`src/rtl/pc_sequencer.sv`:
```
// Next-PC sequencer with sequential, relative, absolute, call and return modes,
// backed by a circular return-address stack that overwrites its oldest entry when full.
module pc_sequencer #(
    parameter int               WIDTH        = 64,
    parameter int               RAS_DEPTH    = 4,
    parameter int               INC          = 4,
    parameter logic [WIDTH-1:0] RESET_VECTOR = '0
) (
    input  logic                       clock,
    input  logic                       reset,
    input  logic                       load,
    input  logic [2:0]                 PS,
    input  logic [WIDTH-1:0]           X,
    output logic [WIDTH-1:0]           PC_out,
    output logic [WIDTH-1:0]           PC4,
    output logic [WIDTH-1:0]           Adder_Out,
    output logic [$clog2(RAS_DEPTH):0] ras_count,
    output logic                       ras_empty,
    output logic                       ras_full,
    output logic                       ras_ovf,
    output logic                       ras_unf
);

    localparam int               PTR_W    = $clog2(RAS_DEPTH);
    localparam int               CNT_W    = PTR_W + 1;
    localparam logic [CNT_W-1:0] FULL_CNT = CNT_W'(RAS_DEPTH);
    localparam logic [WIDTH-1:0] STEP     = WIDTH'(INC);

    typedef enum logic [2:0] {
        PS_HOLD  = 3'b000,
        PS_SEQ   = 3'b001,
        PS_REL   = 3'b010,
        PS_ABS   = 3'b011,
        PS_CALL  = 3'b100,
        PS_RET   = 3'b101,
        PS_ICALL = 3'b110,
        PS_RSVD  = 3'b111
    } ps_e;

    logic [WIDTH-1:0] r_pc;
    logic [WIDTH-1:0] r_stack [RAS_DEPTH];
    logic [PTR_W-1:0] r_top;
    logic [CNT_W-1:0] r_count;
    logic             r_ovf;
    logic             r_unf;

    logic [WIDTH-1:0] w_pc4;
    logic [WIDTH-1:0] w_adder;
    logic [WIDTH-1:0] w_next_pc;
    logic [PTR_W-1:0] w_top_inc;
    logic             w_push;
    logic             w_pop;
    logic             w_empty;

    assign w_pc4     = r_pc + STEP;
    assign w_adder   = r_pc + X;
    assign w_top_inc = r_top + PTR_W'(1);
    assign w_empty   = (r_count == '0);

    // NOTE: every output of this block gets a default first, so no path can infer a latch.
    always_comb begin
        w_next_pc = r_pc;
        w_push    = 1'b0;
        w_pop     = 1'b0;
        case (ps_e'(PS))
            PS_SEQ:   w_next_pc = w_pc4;
            PS_REL:   w_next_pc = w_adder;
            PS_ABS:   w_next_pc = X;
            PS_CALL: begin
                w_next_pc = w_adder;
                w_push    = 1'b1;
            end
            PS_RET: begin
                w_next_pc = w_empty ? w_pc4 : r_stack[r_top];
                w_pop     = 1'b1;
            end
            PS_ICALL: begin
                w_next_pc = X;
                w_push    = 1'b1;
            end
            default:  w_next_pc = r_pc;
        endcase
    end

    // NOTE: the stack storage has no reset; r_count gates every read, so stale entries are never visible.
    always_ff @(posedge clock) begin
        if (!reset && load && w_push) begin
            r_stack[w_top_inc] <= w_pc4;
        end
    end

    // NOTE: all state registers use non-blocking assignments so every update sees pre-edge values.
    always_ff @(posedge clock) begin
        if (reset) begin
            r_pc    <= RESET_VECTOR;
            r_top   <= '0;
            r_count <= '0;
            r_ovf   <= 1'b0;
            r_unf   <= 1'b0;
        end else begin
            r_unf <= 1'b0;
            if (load) begin
                r_pc <= w_next_pc;
                if (w_push) begin
                    // A push while full lands on the oldest slot, which is the one just past the top.
                    r_top <= w_top_inc;
                    if (r_count == FULL_CNT) begin
                        r_ovf <= 1'b1;
                    end else begin
                        r_count <= r_count + CNT_W'(1);
                    end
                end else if (w_pop) begin
                    if (w_empty) begin
                        r_unf <= 1'b1;
                    end else begin
                        r_top   <= r_top - PTR_W'(1);
                        r_count <= r_count - CNT_W'(1);
                    end
                end
            end
        end
    end

    assign PC_out    = r_pc;
    assign PC4       = w_pc4;
    assign Adder_Out = w_adder;
    assign ras_count = r_count;
    assign ras_empty = w_empty;
    assign ras_full  = (r_count == FULL_CNT);
    assign ras_ovf   = r_ovf;
    assign ras_unf   = r_unf;

endmodule

```
`config.mk`:
```
export PLATFORM = sky130hd
export DESIGN_NAME = pc_sequencer
export DESIGN_NICKNAME = d
export VERILOG_FILES = /design/src/rtl/pc_sequencer.sv
export SDC_FILE = /design/constraint.sdc
export NUM_CORES = 1
export LEC_CHECK = 0
export CORE_ASPECT_RATIO = 0.7
export CORE_MARGIN = 5
export CORE_UTILIZATION = 60
export DETAILED_ROUTE_END_ITERATION = 10
export GPL_ROUTABILITY_DRIVEN = 0
export GPL_TIMING_DRIVEN = 0
export PLACE_DENSITY_LB_ADDON = 0.1
export SLEW_MARGIN = 20
export SYNTH_ARGS = -nofsm -noshare
export SYNTH_HDL_FRONTEND = slang
export SYNTH_SLANG_ARGS = --single-unit
```
`constraint.sdc`:
```
create_clock -name clock -period 7.39 [get_ports clock]
set_input_delay 1.1085 -clock clock [delete_from_list [all_inputs] [get_ports clock]]
set_output_delay 1.1085 -clock clock [all_outputs]
set_load 0.05 [all_outputs]
```
; Word-level counts from Yosys, hierarchy flattened
; Memories as Yosys holds them, arrays and structs flattened. A register that Yosys moved wholly into a read port is not among the register bits.
; Index checks and enable logic that the tools add are counted.
[totals]
register_bits = 71
ramBits = 256
input_bits = 70
output_inout_bits = 199
elab_cells = 53
mem_count = 1
[memory_table]
columns = memory, depth, width, rd, rd_ports_with_merged_regs, wr, line
row1 = r_stack, 4, 64, 1, 1, 1, 41  ; logic [WIDTH-1:0] r_stack [RAS_DEPTH];
[classes]
add_sub_neg = 6
eq_ne = 9
n_mux = 16
bitwise = 2
n_reduce_logical = 14
[ops]
columns = cell, n
row1 = one-hot mux 64 bit (4 select lines), 1
row2 = "adder 64 x 3 -> 64 bit, second input constant", 1
row3 = adder 64 bit, 1
row4 = two-way mux 64 bit, 1
row5 = "== test 3 bit, second input constant", 4
row6 = two-way mux 3 bit, 4
row7 = two-way mux 2 bit, 5
row8 = "== test 3 x 2 -> 1 bit, second input constant", 2
row9 = AND reduction 3 bit, 2
row10 = OR reduction 2 bit, 3
row11 = two-way mux 1 bit, 5
row12 = "inequality test 2 bit, second input constant", 2
row13 = AND reduction 4 bit, 1
row14 = nonzero test 4 bit, 1
row15 = OR reduction 4 bit, 1
row16 = "adder 3 x 1 -> 3 bit, second input constant", 1
row17 = "== test 3 x 1 -> 1 bit, second input constant", 1
row18 = logical NOT 3 bit, 1
row19 = "subtractor 3 x 1 -> 3 bit, second input constant", 1
row20 = "adder 2 x 1 -> 2 bit, second input constant", 1
row21 = logical AND 1 bit, 2
row22 = inverter 1 bit, 2
row23 = AND reduction 2 bit, 1
row24 = nonzero test 2 bit, 1
row25 = other kinds (2), 2

; Depth between registers and ports, before layout
; Gate-level depths: netlist of run 1.
[depth]
word_depth = 7
mapped_depth = 12
ltp_nobuf = 12

; Worst setup path before layout of run 1
; OpenSTA, ideal clock, no wires.
[synth_timing]
kind = input-to-output
start = input port X[0]
end = output port Adder_Out[40]
arrival_time_ns = 4.728
t_required_ns = 6.281
setup_slack_ns = 1.553
cell_stages = 10
n_path_buf = 0
cell_sequence = ha_1 fa_1 a21o_1 a31o_2 a21oi_1 and4b_1 o21bai_1 o41ai_1 and4_1 nor4_1
[synth_between]
elab_chain_len = 1
[synth_lines]
columns = element, line
row1 = start: declaration, 13  ; input logic [WIDTH-1:0] X,
row2 = adder 64 bit, 56  ; assign w_adder = r_pc + X;
row3 = end: declaration, 16  ; output logic [WIDTH-1:0] Adder_Out,
; No other way between the ends.

; Final worst setup path of run 1
[layout_timing]
start = input port X[3]
end = output port Adder_Out[61]
; The elaborated chain is that of the path after synthesis.

==> impl_metrics.prom, run 1 <==
# TYPE chip_impl_metric gauge
chip_impl_info{name="outcome",value="complete, no violations"} 1
chip_impl_metric{name="yosys_warnings",unit=""} 0
chip_impl_metric{name="synth.avg_cell_area",unit="um^2"} 11.50
chip_impl_metric{name="power.leakage",unit="uW"} 0.008037
chip_impl_metric{name="cts_buffer_depth",unit=""} 3
chip_impl_metric{name="final_setup_slack_of_the_worst_path",unit="ps"} 278.6
chip_impl_metric{name="hold_viol_final",unit=""} 0
chip_impl_info{name="rr_startpoint",value="PC_out[2]$_SDFFE_PP0P_"} 1
chip_impl_metric{name="cp_data_arrival_time",unit="ps"} 6000
chip_impl_metric{name="tightest_slew",unit="ps"} 1133
chip_impl_info{name="root_buffer",value="sky130_fd_sc_hd__clkbuf_16"} 1
chip_impl_metric{name="cts.htree.levels",unit=""} 1
chip_impl_metric{name="vias",unit=""} 16480
chip_impl_info{name="critical_path_class",value="primary input to primary output"} 1
chip_impl_metric{name="grt_pass1_vias",unit=""} 15580
chip_impl_info{name="synth_flop_cell",value="sky130_fd_sc_hd__edfxtp_1"} 1
chip_impl_metric{name="timing.critical_path.required",unit="ps"} 6280
chip_impl_metric{name="area_growth_syn_to_layout",unit="%"} 24.01
chip_impl_metric{name="final.setup_skew",unit="ps"} 26.55
chip_impl_metric{name="synth_seq_area_share",unit="%"} 49.87
chip_impl_metric{name="grt_remaining_overflow",unit=""} 0
chip_impl_metric{name="timing_max_transition_violations_final",unit=""} 0
chip_impl_metric{name="wl_per_cell",unit="um"} 28.07
chip_impl_metric{name="drt-initial-drc-count",unit=""} 3158
chip_impl_metric{name="largest_net_degree_at_the_start_of_global_routing",unit=""} 39
chip_impl_metric{name="core-area",unit="um^2"} 30110
chip_impl_metric{name="final_cells",unit=""} 2338
chip_impl_metric{name="setup-tns-final",unit="ps"} 0
chip_impl_info{name="worst_setup_path_start_kind",value="primary input"} 1
chip_impl_metric{name="initial_core_util",unit="%"} 60.93
chip_impl_metric{name="synth_edf_count",unit=""} 256
chip_impl_metric{name="syn_area",unit="um^2"} 18350
chip_impl_metric{name="route.final.wire_length",unit="mm"} 65.62
chip_impl_metric{name="fill_cells",unit=""} 2023
chip_impl_metric{name="clock_sink_count",unit=""} 329
chip_impl_metric{name="clock_latency",unit="ps"} 600
chip_impl_metric{name="setup_viol",unit=""} 0
chip_impl_info{name="min-delay-start",value="ras_ovf$_SDFFE_PP0P_"} 1
chip_impl_info{name="cts_tree",value="done"} 1
chip_impl_metric{name="buffers_added_on_ports",unit=""} 267
chip_impl_metric{name="synth-async-reset-ratio",unit="%"} 0
chip_impl_metric{name="groute.usage.overall",unit="%"} 37.18
chip_impl_metric{name="clk_pin_slew_worst_paths",unit="ps"} 70
chip_impl_metric{name="achievable-frequency",unit="GHz"} 0.1406
chip_impl_metric{name="cts_buffers",unit=""} 31
chip_impl_metric{name="synth_seq_cells",unit=""} 329
chip_impl_metric{name="timing.final.crit_period",unit="ps"} 7111
chip_impl_metric{name="p_total",unit="uW"} 5731
chip_impl_metric{name="post_dp_hpwl",unit="mm"} 47.00
chip_impl_metric{name="critical_path_peak_fanout",unit=""} 6
chip_impl_metric{name="synthesis.instances",unit=""} 1595
chip_impl_info{name="synthTopCellsByArea",value="sky130_fd_sc_hd__edfxtp_1, sky130_fd_sc_hd__dfxtp_1, sky130_fd_sc_hd__mux4_2, sky130_fd_sc_hd__ha_1, sky130_fd_sc_hd__xnor2_1"} 1
chip_impl_metric{name="timing.final.crit_share",unit="%"} 96.23
chip_impl_metric{name="drc_errors_left",unit=""} 0
chip_impl_metric{name="die_x",unit="um"} 219.0
chip_impl_metric{name="floorplan.rows",unit=""} 53
chip_impl_metric{name="finish.utilization",unit="%"} 75.56
chip_impl_metric{name="boundaryPins",unit=""} 269
chip_impl_metric{name="max_cap_violations",unit=""} 0
chip_impl_metric{name="floorplan.die_area",unit="um^2"} 34230
chip_impl_info{name="setup.worst_path.end_class",value="primary output"} 1
chip_impl_metric{name="hold_buffers",unit=""} 0
chip_impl_metric{name="drtPass1Iterations",unit=""} 9
chip_impl_info{name="rsz0062_at_grt",value="false"} 1
chip_impl_metric{name="die_height",unit="um"} 156.3
chip_impl_metric{name="ir_drop",unit="mV"} 0.2376
chip_impl_metric{name="timing.max_slew.rel_slack",unit="%"} 24.48
chip_impl_metric{name="cts_post_setup_buffers_inserted",unit=""} 0
chip_impl_metric{name="finish.net_count",unit=""} 2040
chip_impl_info{name="timing.critical_path.from",value="X[3]"} 1
chip_impl_info{name="netlist.top_cell.by_area",value="sky130_fd_sc_hd__edfxtp_1"} 1
chip_impl_metric{name="netlist-cell-type-count",unit=""} 75
chip_impl_metric{name="vias_per_cell",unit=""} 7.047
chip_impl_metric{name="post-place-cells",unit=""} 2279
chip_impl_metric{name="layout-drive-gt1-share",unit="%"} 8.000
chip_impl_info{name="worstHoldPathType",value="register to register"} 1
chip_impl_metric{name="antenna_violating_nets_post_route",unit=""} 0
chip_impl_metric{name="postSynthNetCount",unit=""} 1735
chip_impl_metric{name="cts-resized-gates",unit=""} 0
chip_impl_metric{name="detailedPlace.worstSlack",unit="ps"} 425.0
chip_impl_metric{name="antenna_found_initial",unit=""} 2
chip_impl_metric{name="grt_pass1_wl",unit="mm"} 96.43
chip_impl_metric{name="p_per_area",unit="nW/um^2"} 251.9
chip_impl_metric{name="fraction_of_synthesized_cell_area_taken_by_the_top_area_cell_type",unit="%"} 41.90
[cell type report]
cell class	count	area [um^2]	share of cell area, %
Inverter	25	93.84	0.4125
Clock buffer	41	843.3	3.707
Clock inverter	17	251.5	1.105
Multi-Input combinational cell	1138	8717	38.32
Antenna cell	1	2.502	0.01100
Sequential cell	329	9149	40.22
Tap cell	412	515.5	2.266
Timing Repair Buffer	272	2760	12.13
Buffer	103	416.7	1.831
[metal layers]
metal / track usage (%) / up-vias / routed length [um]
li1: - / 6895 / -
met1: 52.89 / 7869 / 24850
met5: 0 / - / 19
met3: 14.14 / 227 / 10510
met4: 12.55 / 2 / 2630
met2: 53.02 / 1483 / 27610
[placed cells by master, fill, tap and decap left out, types with 45 or more instances in the layout]
cell type                         synthesis  routed
sky130_fd_sc_hd__a21oi_1                106     106
sky130_fd_sc_hd__a221o_1                 45      45
sky130_fd_sc_hd__a221oi_1                47      47
sky130_fd_sc_hd__clkbuf_1                83      89
sky130_fd_sc_hd__clkdlybuf4s50_1          0     267
sky130_fd_sc_hd__dfxtp_1                 73      73
sky130_fd_sc_hd__edfxtp_1               256     256
sky130_fd_sc_hd__ha_1                    68      68
sky130_fd_sc_hd__mux4_2                  64      64
sky130_fd_sc_hd__nand2_1                114     114
sky130_fd_sc_hd__nor2_1                 113     112
sky130_fd_sc_hd__nor3_1                  49      48
sky130_fd_sc_hd__o21ai_0                 64      64
sky130_fd_sc_hd__xnor2_1                 83      83
[sequential cells by signal (all words and copies together) (netlist names), named ones only]
signal	cells
PC_out	64
ras_count	3
ras_unf	1
ras_ovf	1
r_stack	256
r_top	2
[worst max-delay path, stage by stage]
cell and delay (ps):
sky130_fd_sc_hd__clkdlybuf4s50_1 460, sky130_fd_sc_hd__ha_1 400, sky130_fd_sc_hd__o211ai_1 140, sky130_fd_sc_hd__o21ai_1 500, sky130_fd_sc_hd__o211ai_1 300, sky130_fd_sc_hd__a31oi_1 380
sky130_fd_sc_hd__a41oi_1 520, sky130_fd_sc_hd__o32ai_1 360, sky130_fd_sc_hd__nor3_1 140, sky130_fd_sc_hd__nor3b_1 490, sky130_fd_sc_hd__nor2_1 110, sky130_fd_sc_hd__xnor2_1 250
sky130_fd_sc_hd__clkdlybuf4s50_1 850
[where the power goes]
group          switching (uW)  total [uW]  internal [uW]
sequential               72.3        2130           2050
clock                     740        1750           1010
combinational            1270        1850            584
total                    2080        5730           3650
[cell usage after synthesis (all sizes together) (14+ instances only)]
cell type,instances
ha,68
nand2,114
nand3,41
xor2,41
o21ai,66
a221o,45
and2,14
a21oi,106
and3,19
a221oi,47
clkbuf,83
a21o,31
buf,20
inv,25
dfxtp,73
nand4,38
a22oi,14
edfxtp,256
xnor2,83
nor2,113
mux4,64
nor3,49
[cells by family (layout without fill, tap and decap cells)]
logic type,count (synthesis),in the layout,synth area share (%)
mux,67,67,8.028
xor+xnor,124,124,5.920
simple gates,461,461,12.49
fa+ha+maj,70,70,4.856
buf+inv,128,458,2.755
other cells,0,1,0
compound gates,416,416,16.08
flops,329,329,49.87
[stage by stage]
step,area [um^2],hold slack (ps)
after floorplan,18350,532.1
after global placement,21530,451.1
after detailed placement,21650,472.1
after CTS,22740,487.6
after global routing,22750,562.9
final,22750,485.5
[final timing paths]
check             cells after the start                 endpoint  slack, ps
setup / recovery                     13            Adder_Out[61]        280
hold / removal                        2     ras_ovf$_SDFFE_PP0P_        490
setup reg to reg                     11  PC_out[53]$_SDFFE_PP0P_       3100
hold reg to reg                       2     ras_ovf$_SDFFE_PP0P_        490
Power figures use the tool's default switching activity.
==> run 2, diff against run 1 <==
==> constraint.sdc (replaced) <==
create_clock -name clock -period 8.7 [get_ports clock]
set_input_delay 1.305 -clock clock [delete_from_list [all_inputs] [get_ports clock]]
set_output_delay 1.305 -clock clock [all_outputs]
set_load 0.05 [all_outputs]
==> results of run 2 <==
The final DEF is identical to that of run 1. Status: complete, no violations.
Main changes from that run: setup slack after placement 425.0 ps -> 1342 ps; setup slack after layout 278.6 ps -> 1196 ps; register-to-register setup slack 3100 ps -> 4410 ps; total power 5731 uW -> 4868 uW; worst IR drop on VDD 0.2376 mV -> 0.2018 mV
